===== src/rtl/bpu_btb_pkg.sv =====
// Shared types and constants for the branch target buffer.
// Holds the per-cycle update classification and counter seed values.
// Imported by the top and by the saturating counter.
package bpu_btb_pkg;

  // What the EX-stage resolve does to the BTB entry at its index this cycle.
  typedef enum logic [1:0] {
    UPD_NONE  = 2'd0,
    UPD_TRAIN = 2'd1,
    UPD_ALLOC = 2'd2,
    UPD_INVAL = 2'd3
  } upd_kind_e;

  // Counter value after reset: weakly not-taken.
  function automatic int cnt_init_val(input int cnt_w);
    return (1 << (cnt_w - 1)) - 1;
  endfunction

  // Counter value on a fresh allocation: weakly taken.
  function automatic int cnt_alloc_val(input int cnt_w);
    return 1 << (cnt_w - 1);
  endfunction

endpackage


===== src/rtl/bpu_btb_sat_counter.sv =====
// Per-entry saturating direction counter; MSB is the taken prediction.
// Latency: value updates on the rising edge after load/en.
// No backpressure: load has priority over a training step.
module bpu_btb_sat_counter
  import bpu_btb_pkg::*;
#(
  parameter int CNT_W = 2
) (
  input  logic             clk,
  input  logic             rst,
  input  logic             load_i,
  input  logic             en_i,
  input  logic             taken_i,
  output logic [CNT_W-1:0] cnt_o
);

  localparam logic [CNT_W-1:0] CNT_INIT  = CNT_W'(cnt_init_val(CNT_W));
  localparam logic [CNT_W-1:0] CNT_ALLOC = CNT_W'(cnt_alloc_val(CNT_W));
  localparam logic [CNT_W-1:0] CNT_MAX   = {CNT_W{1'b1}};

  logic [CNT_W-1:0] cnt_q;
  logic [CNT_W-1:0] cnt_d;

  // Next value: reseed on allocation, otherwise step toward the outcome and stick at the ends.
  always_comb begin
    cnt_d = cnt_q;
    if (load_i) begin
      cnt_d = CNT_ALLOC;
    end else if (en_i) begin
      if (taken_i) begin
        if (cnt_q != CNT_MAX) cnt_d = cnt_q + CNT_W'(1);
      end else begin
        if (cnt_q != '0) cnt_d = cnt_q - CNT_W'(1);
      end
    end
  end

  // Counter register.
  always_ff @(posedge clk or negedge rst) begin
    if (!rst) cnt_q <= CNT_INIT;
    else      cnt_q <= cnt_d;
  end

  assign cnt_o = cnt_q;

endmodule


===== src/rtl/bpu_btb.sv =====
// Direct-mapped BTB with per-entry saturating counters: IF lookup, EX resolve/train.
// Latency: lookup and resolve are combinational; training lands on the next rising edge.
// No backpressure: one lookup and one update every cycle; lookup never sees same-cycle training.
module bpu_btb
  import bpu_btb_pkg::*;
#(
  parameter int XLEN    = 32,
  parameter int ENTRIES = 16,
  parameter int CNT_W   = 2,
  parameter int PC_LSB  = 2,
  parameter int STAT_W  = 32
) (
  input  logic              clk,
  input  logic              rst,
  input  logic [XLEN-1:0]   lookup_pc,
  output logic              pred_hit,
  output logic              pred_taken,
  output logic [XLEN-1:0]   pred_target,
  input  logic              upd_valid,
  input  logic [XLEN-1:0]   upd_pc,
  input  logic              upd_is_branch,
  input  logic              upd_is_jump,
  input  logic              upd_taken,
  input  logic [XLEN-1:0]   upd_target,
  input  logic              upd_pred_taken,
  input  logic [XLEN-1:0]   upd_pred_tgt,
  input  logic              flush_all,
  output logic              mispredict,
  output logic [XLEN-1:0]   redirect_pc,
  output logic [STAT_W-1:0] stat_branches,
  output logic [STAT_W-1:0] stat_mispred
);

  localparam int IDX_W = $clog2(ENTRIES);
  localparam int TAG_W = XLEN - PC_LSB - IDX_W;

  logic             valid_q [ENTRIES];
  logic [TAG_W-1:0] tag_q   [ENTRIES];
  logic [XLEN-1:0]  tgt_q   [ENTRIES];
  logic             jmp_q   [ENTRIES];
  logic [CNT_W-1:0] cnt     [ENTRIES];

  logic [IDX_W-1:0] l_idx;
  logic [TAG_W-1:0] l_tag;
  logic [IDX_W-1:0] u_idx;
  logic [TAG_W-1:0] u_tag;
  logic             u_hit;
  logic             u_ctrl;
  logic [XLEN-1:0]  act_next;
  upd_kind_e        upd_kind;

  logic [STAT_W-1:0] stat_br_q;
  logic [STAT_W-1:0] stat_br_d;
  logic [STAT_W-1:0] stat_mp_q;
  logic [STAT_W-1:0] stat_mp_d;

  assign l_idx  = lookup_pc[PC_LSB +: IDX_W];
  assign l_tag  = lookup_pc[XLEN-1 -: TAG_W];
  assign u_idx  = upd_pc[PC_LSB +: IDX_W];
  assign u_tag  = upd_pc[XLEN-1 -: TAG_W];
  assign u_hit  = valid_q[u_idx] && (tag_q[u_idx] == u_tag);
  assign u_ctrl = upd_is_branch || upd_is_jump;

  // Fetch-side prediction from the pre-edge table contents.
  always_comb begin
    pred_hit    = valid_q[l_idx] && (tag_q[l_idx] == l_tag);
    pred_taken  = pred_hit && (jmp_q[l_idx] || cnt[l_idx][CNT_W-1]);
    pred_target = pred_taken ? tgt_q[l_idx] : lookup_pc + XLEN'(4);
  end

  // Resolve: compare the true next PC against what fetch assumed.
  always_comb begin
    act_next    = upd_taken ? upd_target : upd_pc + XLEN'(4);
    mispredict  = upd_valid && (act_next != upd_pred_tgt);
    redirect_pc = act_next;
  end

  // Classify the update; a flush suppresses all training for the cycle.
  always_comb begin
    upd_kind = UPD_NONE;
    if (upd_valid && !flush_all) begin
      if (u_ctrl) begin
        if (u_hit)          upd_kind = UPD_TRAIN;
        else if (upd_taken) upd_kind = UPD_ALLOC;
      end else if (upd_pred_taken && u_hit) begin
        // A non-control instruction aliased onto a taken entry: drop that entry.
        upd_kind = UPD_INVAL;
      end
    end
  end

  // Entry valid/tag/target/type storage.
  always_ff @(posedge clk or negedge rst) begin
    if (!rst) begin
      for (int i = 0; i < ENTRIES; i++) begin
        valid_q[i] <= 1'b0;
        tag_q[i]   <= '0;
        tgt_q[i]   <= '0;
        jmp_q[i]   <= 1'b0;
      end
    end else if (flush_all) begin
      for (int i = 0; i < ENTRIES; i++) valid_q[i] <= 1'b0;
    end else begin
      case (upd_kind)
        UPD_TRAIN: begin
          if (upd_taken) tgt_q[u_idx] <= upd_target;
          jmp_q[u_idx] <= upd_is_jump;
        end
        UPD_ALLOC: begin
          valid_q[u_idx] <= 1'b1;
          tag_q[u_idx]   <= u_tag;
          tgt_q[u_idx]   <= upd_target;
          jmp_q[u_idx]   <= upd_is_jump;
        end
        UPD_INVAL: valid_q[u_idx] <= 1'b0;
        default: ;
      endcase
    end
  end

  for (genvar i = 0; i < ENTRIES; i++) begin : g_cnt
    bpu_btb_sat_counter #(.CNT_W(CNT_W)) u_cnt (
      .clk     (clk),
      .rst     (rst),
      .load_i  ((upd_kind == UPD_ALLOC) && (u_idx == IDX_W'(i))),
      .en_i    ((upd_kind == UPD_TRAIN) && (u_idx == IDX_W'(i))),
      .taken_i (upd_taken),
      .cnt_o   (cnt[i])
    );
  end

  // Statistics next-state: count up and stick at all-ones.
  always_comb begin
    stat_br_d = stat_br_q;
    stat_mp_d = stat_mp_q;
    if (upd_valid && u_ctrl && (stat_br_q != {STAT_W{1'b1}})) stat_br_d = stat_br_q + STAT_W'(1);
    if (mispredict && (stat_mp_q != {STAT_W{1'b1}}))          stat_mp_d = stat_mp_q + STAT_W'(1);
  end

  // Statistics registers.
  always_ff @(posedge clk or negedge rst) begin
    if (!rst) begin
      stat_br_q <= '0;
      stat_mp_q <= '0;
    end else begin
      stat_br_q <= stat_br_d;
      stat_mp_q <= stat_mp_d;
    end
  end

  assign stat_branches = stat_br_q;
  assign stat_mispred  = stat_mp_q;

endmodule


===== config.mk =====
export PLATFORM = sky130hd
export DESIGN_NAME = bpu_btb
export DESIGN_NICKNAME = d
export VERILOG_FILES = /design/src/rtl/bpu_btb_pkg.sv /design/src/rtl/bpu_btb_sat_counter.sv /design/src/rtl/bpu_btb.sv
export SDC_FILE = /design/constraint.sdc
export NUM_CORES = 2
export LEC_CHECK = 0
export ABC_AREA = 0
export CAP_MARGIN = 20
export CORE_MARGIN = 2
export CORE_UTILIZATION = 45
export CTS_CLUSTER_DIAMETER = 200
export DETAILED_ROUTE_END_ITERATION = 10
export PLACE_DENSITY_LB_ADDON = 0.08
export SLEW_MARGIN = 20
export SYNTH_ARGS = -nofsm -noshare
export SYNTH_HDL_FRONTEND = slang
export SYNTH_HIERARCHICAL = 1
export SYNTH_SLANG_ARGS = --single-unit

===== constraint.sdc =====
create_clock -name clk -period 15 [get_ports clk]
set_input_delay 3 -clock clk [delete_from_list [all_inputs] [get_ports clk]]
set_output_delay 3 -clock clk [all_outputs]
set_load 0.02 [all_outputs]

# Word-level counts from Yosys, hierarchy flattened
# Cells that the tools add are included.
[classes]
order_cmp = 3
muxes = 121
n_shift = 0
n_bitwise = 6
n_reduce_logical = 116
addsub = 36
div = 0
n_mul = 0
eq_ne = 56
[op_table]
columns = ["op", "n"]
rows = [
  ["$pmux 512 s2", 1],
  ["$bwmux 512", 1],
  ["$mux 512", 1],
  ["$bwmux 416", 1],
  ["$bmux 26 s4", 2],
  ["$mux 2", 87],
  ["$mux 32", 5],
  ["$mux 26", 5],
  ["$bmux 32 s4", 1],
  ["$demux 32 s4", 1],
  ["$demux 26 s4", 1],
  ["$reduce_bool 2->1", 33],
  ["$add 32x1->32 const B", 2],
  ["$add 32x3->32 const B", 2],
  ["$ne 32x32->1 const B", 2],
  ["$eq 26x26->1", 2],
  ["$reduce_and 3->1", 17],
  ["$reduce_bool 3->1", 17],
  ["$ne 3x1->1 const B", 16],
  ["$logic_and 1x1->1", 42],
  ["$ne 2x2->1 const B", 17],
  ["$add 2x1->2 const B", 16],
  ["$eq 4x4->1 const B", 8],
  ["$ne 32x32->1", 1],
  ["25 further kinds", 57],
]
[word_totals]
out_inout_bits = 131
latch_bits = 0
n_memories = 0
reg_bits = 1056
romBits = 0
ramBits = 0

# Longest topological paths before layout
[logic_depth]
word_depth = 14
mapped_depth = 22
mapped_depth_nobuf = 15

# Cells and area by module
# Netlist, hierarchy kept.
[by_module_without_submodules]
columns = ["module", "cells_each", "area_each_um2", "instances", "seq_area_each_um2"]
rows = [
  ["bpu_btb", 3814, 53600.2, 1, 25624.6],
  ["bpu_btb_sat_counter", 10, 98.8, 16, 51.3],
]

# Least setup slack after synthesis
# No wires, ideal clock.
[synth_timing]
path_kind = "in2out"
startpoint = "in lookup_pc[3]"
endpoint = "out pred_target[2]"
path_slack_ns = 5.681
arrival_ns = 6.319
path_stages = 11
cell_sequence = "buf_2 -> clkbuf_1 -> clkbuf_1 -> mux4_2 -> mux2_2 -> o21ai_0 -> o22ai_1 -> or4b_2 -> nor3_4 -> buf_4 -> mux2i_1"
[synth_between]
elab_chain_cells = 8
elab_cells_between_ends = 21
[synth_lines]
columns = ["element", "line", "source"]
rows = [
  ["start, declared", "bpu_btb.sv:15", "input logic [XLEN-1:0] lookup_pc,"],
  ["$not 4->5 (not written as such) (*)", "bpu_btb.sv:66, bpu_btb.sv:67", ""],
  ["$bmux 26 s4", "bpu_btb.sv:66", "pred_hit = valid_q[l_idx] && (tag_q[l_idx] == l_tag);"],
  ["$mux 26 (not written as such) (2 in a row)", "bpu_btb.sv:66", ""],
  ["$eq 26x26->1", "bpu_btb.sv:66", ""],
  ["$logic_and 1x1->1", "bpu_btb.sv:66", ""],
  ["$logic_and 1x1->1 (*)", "bpu_btb.sv:67", "pred_taken = pred_hit && (jmp_q[l_idx] || cnt[l_idx][CNT_W-1]);"],
  ["named net pred_taken", "bpu_btb.sv:17", "output logic pred_taken,"],
  ["$mux 32 (*)", "bpu_btb.sv:68", "pred_target = pred_taken ? tgt_q[l_idx] : lookup_pc + XLEN'(4);"],
  ["end, declared", "bpu_btb.sv:18", "output logic [XLEN-1:0] pred_target,"],
]
# The timed path passes the listed nets; every way through them passes the cells marked *. The select of a mux whose other input is x is not followed.

# Worst setup path in the final report
[layout_timing]
startpoint = "in lookup_pc[2]"
endpoint = "out pred_target[6]"
[layout_between]
elab_chain_cells = 8
elab_cells_between_ends = 22
[layout_lines]
columns = ["element", "line"]
rows = [
  ["$not 4->5 (not written as such)", "bpu_btb.sv:66, bpu_btb.sv:67, bpu_btb.sv:68"],
  ["$bmux 26 s4", "bpu_btb.sv:66"],
  ["$mux 26 (not written as such) (2 in a row)", "bpu_btb.sv:66"],
  ["$eq 26x26->1", "bpu_btb.sv:66"],
  ["$logic_and 1x1->1", "bpu_btb.sv:66"],
  ["$logic_and 1x1->1", "bpu_btb.sv:67"],
  ["$mux 32 (*)", "bpu_btb.sv:68"],
]
# Mark *: on every way between the ends. The rest lies on a longest branch, timed or not. The select of a mux whose other input is x is not followed.

==> results.tsv <==
stage	metric	value	unit
outcome	status	completed	
route	vias per cell	6.18	
sta	FMAX	0.0877	GHz
floorplanning	num ports	267	
route	first drt pass iteration count	5	
critical_path	CP Launch Type	primary input	
sta	RSZ-0062 raised after global routing	false	
pwr	Reg power frac	0.449	
critical_path	data arrival time of the critical path	8.41	ns
logic_synthesis	syn nets	4120	
logic_synthesis	area leader, netlist	dfrtp_1	
route	Residual DRC	0	
floorplanning	Core Area	122000	um2
logic_synthesis	asr flop ratio synth	1.00	
logic_synthesis	#FFs+latches synth	1056	
logic_synthesis	cells after synthesis	3974	
floorplanning	Initial Utilization	0.453	
cts	Post-CTS Resized	0	
pwr	Pint	0.00522	W
logic_synthesis	number of flops mapped to enable cells by yosys	0	
cts	clock transition at the registers of the reported paths	0.06	ns
placement	number of I/O port buffers	266	
logic_synthesis	average size of a mapped cell	13.9	um2
grt	GR Overflow Total	0	
critical_path	CP Capture Type	primary output	
final_layout	Multi-input gate area	27400	um2
logic_synthesis	Unique masters post-synth	71	
logic_synthesis	area of the mapped netlist	55200	um2
grt	pin count of the biggest net entering global routing	168	
cts	Root Buffer	clkbuf_16	
cts	Post-CTS Setup Bufs	0	
job	Max Cap Viol	0	
sta	slew at the pin closest to its max-slew limit	1.04	ns
critical_path	Register-to-Register Path Depth	16	
floorplanning	num rows	128	
final_layout	Layout area overhead	15.1	%
placement	placed insts	5617	
critical_path	WP data required	12.00	ns
route	antenna-violating nets left	0	
pwr	clock power share	0.422	
logic_synthesis	Synth area leaders	dfrtp_1 (47%), mux2_2 (19%), mux4_2 (16%), xnor2_1 (2.1%), clkbuf_1 (1.8%)	
logic_synthesis	Synth Flop Type	dfrtp_1	
hold_path	Hold Path Class	flip-flop to flip-flop	
pwr	Sw Share	0.261	
pwr	P_sw	0.00184	W
pwr	PwrDens	111	nW/um2
critical_path	WS Path Type	primary input to primary output	
sta	Total Negative Setup Slacks	0	ns
sta	Final Cycle Share	0.760	
floorplanning	Die Ht	354	um
final_layout	layout cells sized above 1	0.408	
logic_synthesis	Seq/Total Area, Yosys	0.479	
final_layout	Sequential Area	26400	um2
placement	dpl hpwl	110000	um
route	vias	36200	
placement	Placer Congestion	0.891	
floorplanning	Die ar.	125000	um2
final_layout	FILL cells	10400	
pwr	VDD IR-drop max	0.103	mV
grt	vias in the first global route	36200	
pwr	total power	0.00707	W
grt	initial antenna violation count	17	
cts	hold buffer count at cts	0	
sta	worst hold slack	0.491	ns
cts	clock buffer depth	3	
floorplanning	Die Width	354	um
grt	Tot GR Track Use	0.283	
sta	Final Hold Viols	0	
route	wire per inst	30.3	um
sta	minimum clock period	11.41	ns
final_layout	Cell Count, Final, Fillers Out	5849	
final_layout	# nets final	4259	
route	initial drt markers	3007	
cts	TritonCTS clock tree	yes	
final_layout	leading cell type in the layout, fill and taps excluded	dfrtp_1	
sta	slew margin rel.	0.290	
grt	first-pass GRT wire length	260000	um
sta	Clock Skews	0.0250	ns
route	DRT Wirelength	177000	um
pwr	Lkg Pwr	28.0	nW
pwr	Logic pwr share	0.130	
cts	clk sinks	1056	
sta	Final setup viols	0	
logic_synthesis	Synthesis Warnings	6	
cts	CTS buffer count	119	
cts	Worst-Skew Late Latency	0.75	ns
final_layout	most frequent cells in the layout	dfrtp_1 (1040), mux2_2 (954), mux4_2 (394)	
critical_path	Critical Path Fanout Max	73	
sta	pins over their slew limit	0	
hold_path	WHS Path Cells	1	
cts	Max H-tree Level	3	
logic_synthesis	post-synth top area share	0.472	
-- cells in the mapped netlist, types with 10 or more instances --
cell type and number:
a211oi_1 24, a21oi_1 78, a311oi_1 21, a31oi_1 14, and2_1 18, and3_1 62, buf_1 43, buf_2 28
buf_4 22, clkbuf_1 258, dfrtp_1 1040, dfstp_2 16, ha_1 10, inv_1 28, mux2_2 954, mux2i_1 61
mux4_2 394, nand2_1 152, nand2b_1 25, nand3_1 74, nand4_1 42, nor2_1 131, nor2b_1 16, nor3_1 28
nor4_1 14, o21a_1 28, o21ai_0 76, o21bai_1 16, o22ai_1 12, xnor2_1 134, xor2_1 60
-- final cells by class --
| class | count | area share |
|---|---|---|
| multi-input combinational | 2535 | 0.431 |
| clock buffer | 181 | 0.0561 |
| antenna | 6 | 0.000236 |
| tap | 1625 | 0.0320 |
| clock inverter | 45 | 0.00717 |
| timing repair buffer | 371 | 0.0550 |
| sequential | 1056 | 0.416 |
| inverter | 30 | 0.00177 |
-- metrics by stage --
step                utilization  instance area (um2)  setup WS (ns)
floorplan                     -                55200           5.68
global placement          0.489                59500           3.44
detailed placement        0.489                59500           3.42
CTS                       0.522                63500           3.41
global route              0.522                63500           3.18
finish                    0.522                63500           3.59
-- routing by layer --
layer	GRT usage	share of wire
met4	0.0889	0.033
met2	0.429	0.45
met3	0.0563	0.063
met1	0.411	0.45
met5	0	0.00064
-- power groups by stage --
stage	sequential (W)	clock [W]	combinational (W)
3_3_place_gp	0.00321	0	0.000913
3_5_place_dp	0.00322	0	0.000920
4_1_cts	0.00317	0.00304	0.000923
2_1_floorplan	0.00319	0	0.000547
5_1_grt	0.00319	0.00316	0.000978
6_report	0.00317	0.00298	0.000917
-- worst max-delay path: stages --
cell,delay (ns)
buf_8,0.58
buf_4,0.73
buf_12,0.52
mux4_2,0.57
mux2_2,0.29
o21ai_0,0.14
o22ai_1,0.12
or4b_2,0.72
nor3_4,0.12
buf_4,0.52
mux2_2,0.41
clkdlybuf4s50_1,0.54
-- kinds of logic after synthesis --
family,synth area share
AO/OA/AOI/OAI,0.0363
XOR/XNOR,0.0308
adder cells (fa/ha/maj),0.00227
buffers and inverters,0.0283
flip-flops,0.479
multiplexers,0.368
AND/OR/NAND/NOR,0.0547
-- worst paths after layout --
path / start / to / slack (ns)
setup / recovery: lookup_pc[2] / pred_target[6] / 3.59
hold / removal: stat_branches[12] / stat_branches[12] / 0.49
setup reg to reg: tag_q[371] / tgt_q[86] / 8.73
hold reg to reg: stat_branches[12] / stat_branches[12] / 0.49
max in group asynchronous: rst / tag_q[303] / 9.59
min in group asynchronous: rst / tgt_q[480] / 2.29
-- registers in the layout (all words and copies together) (netlist names) --
name               count
g_cnt.u_cnt/cnt_o     32
jmp_q                 16
stat_branches         32
stat_mispred          32
tag_q                416
tgt_q                512
valid_q               16
Power figures use the tool's default switching activity.
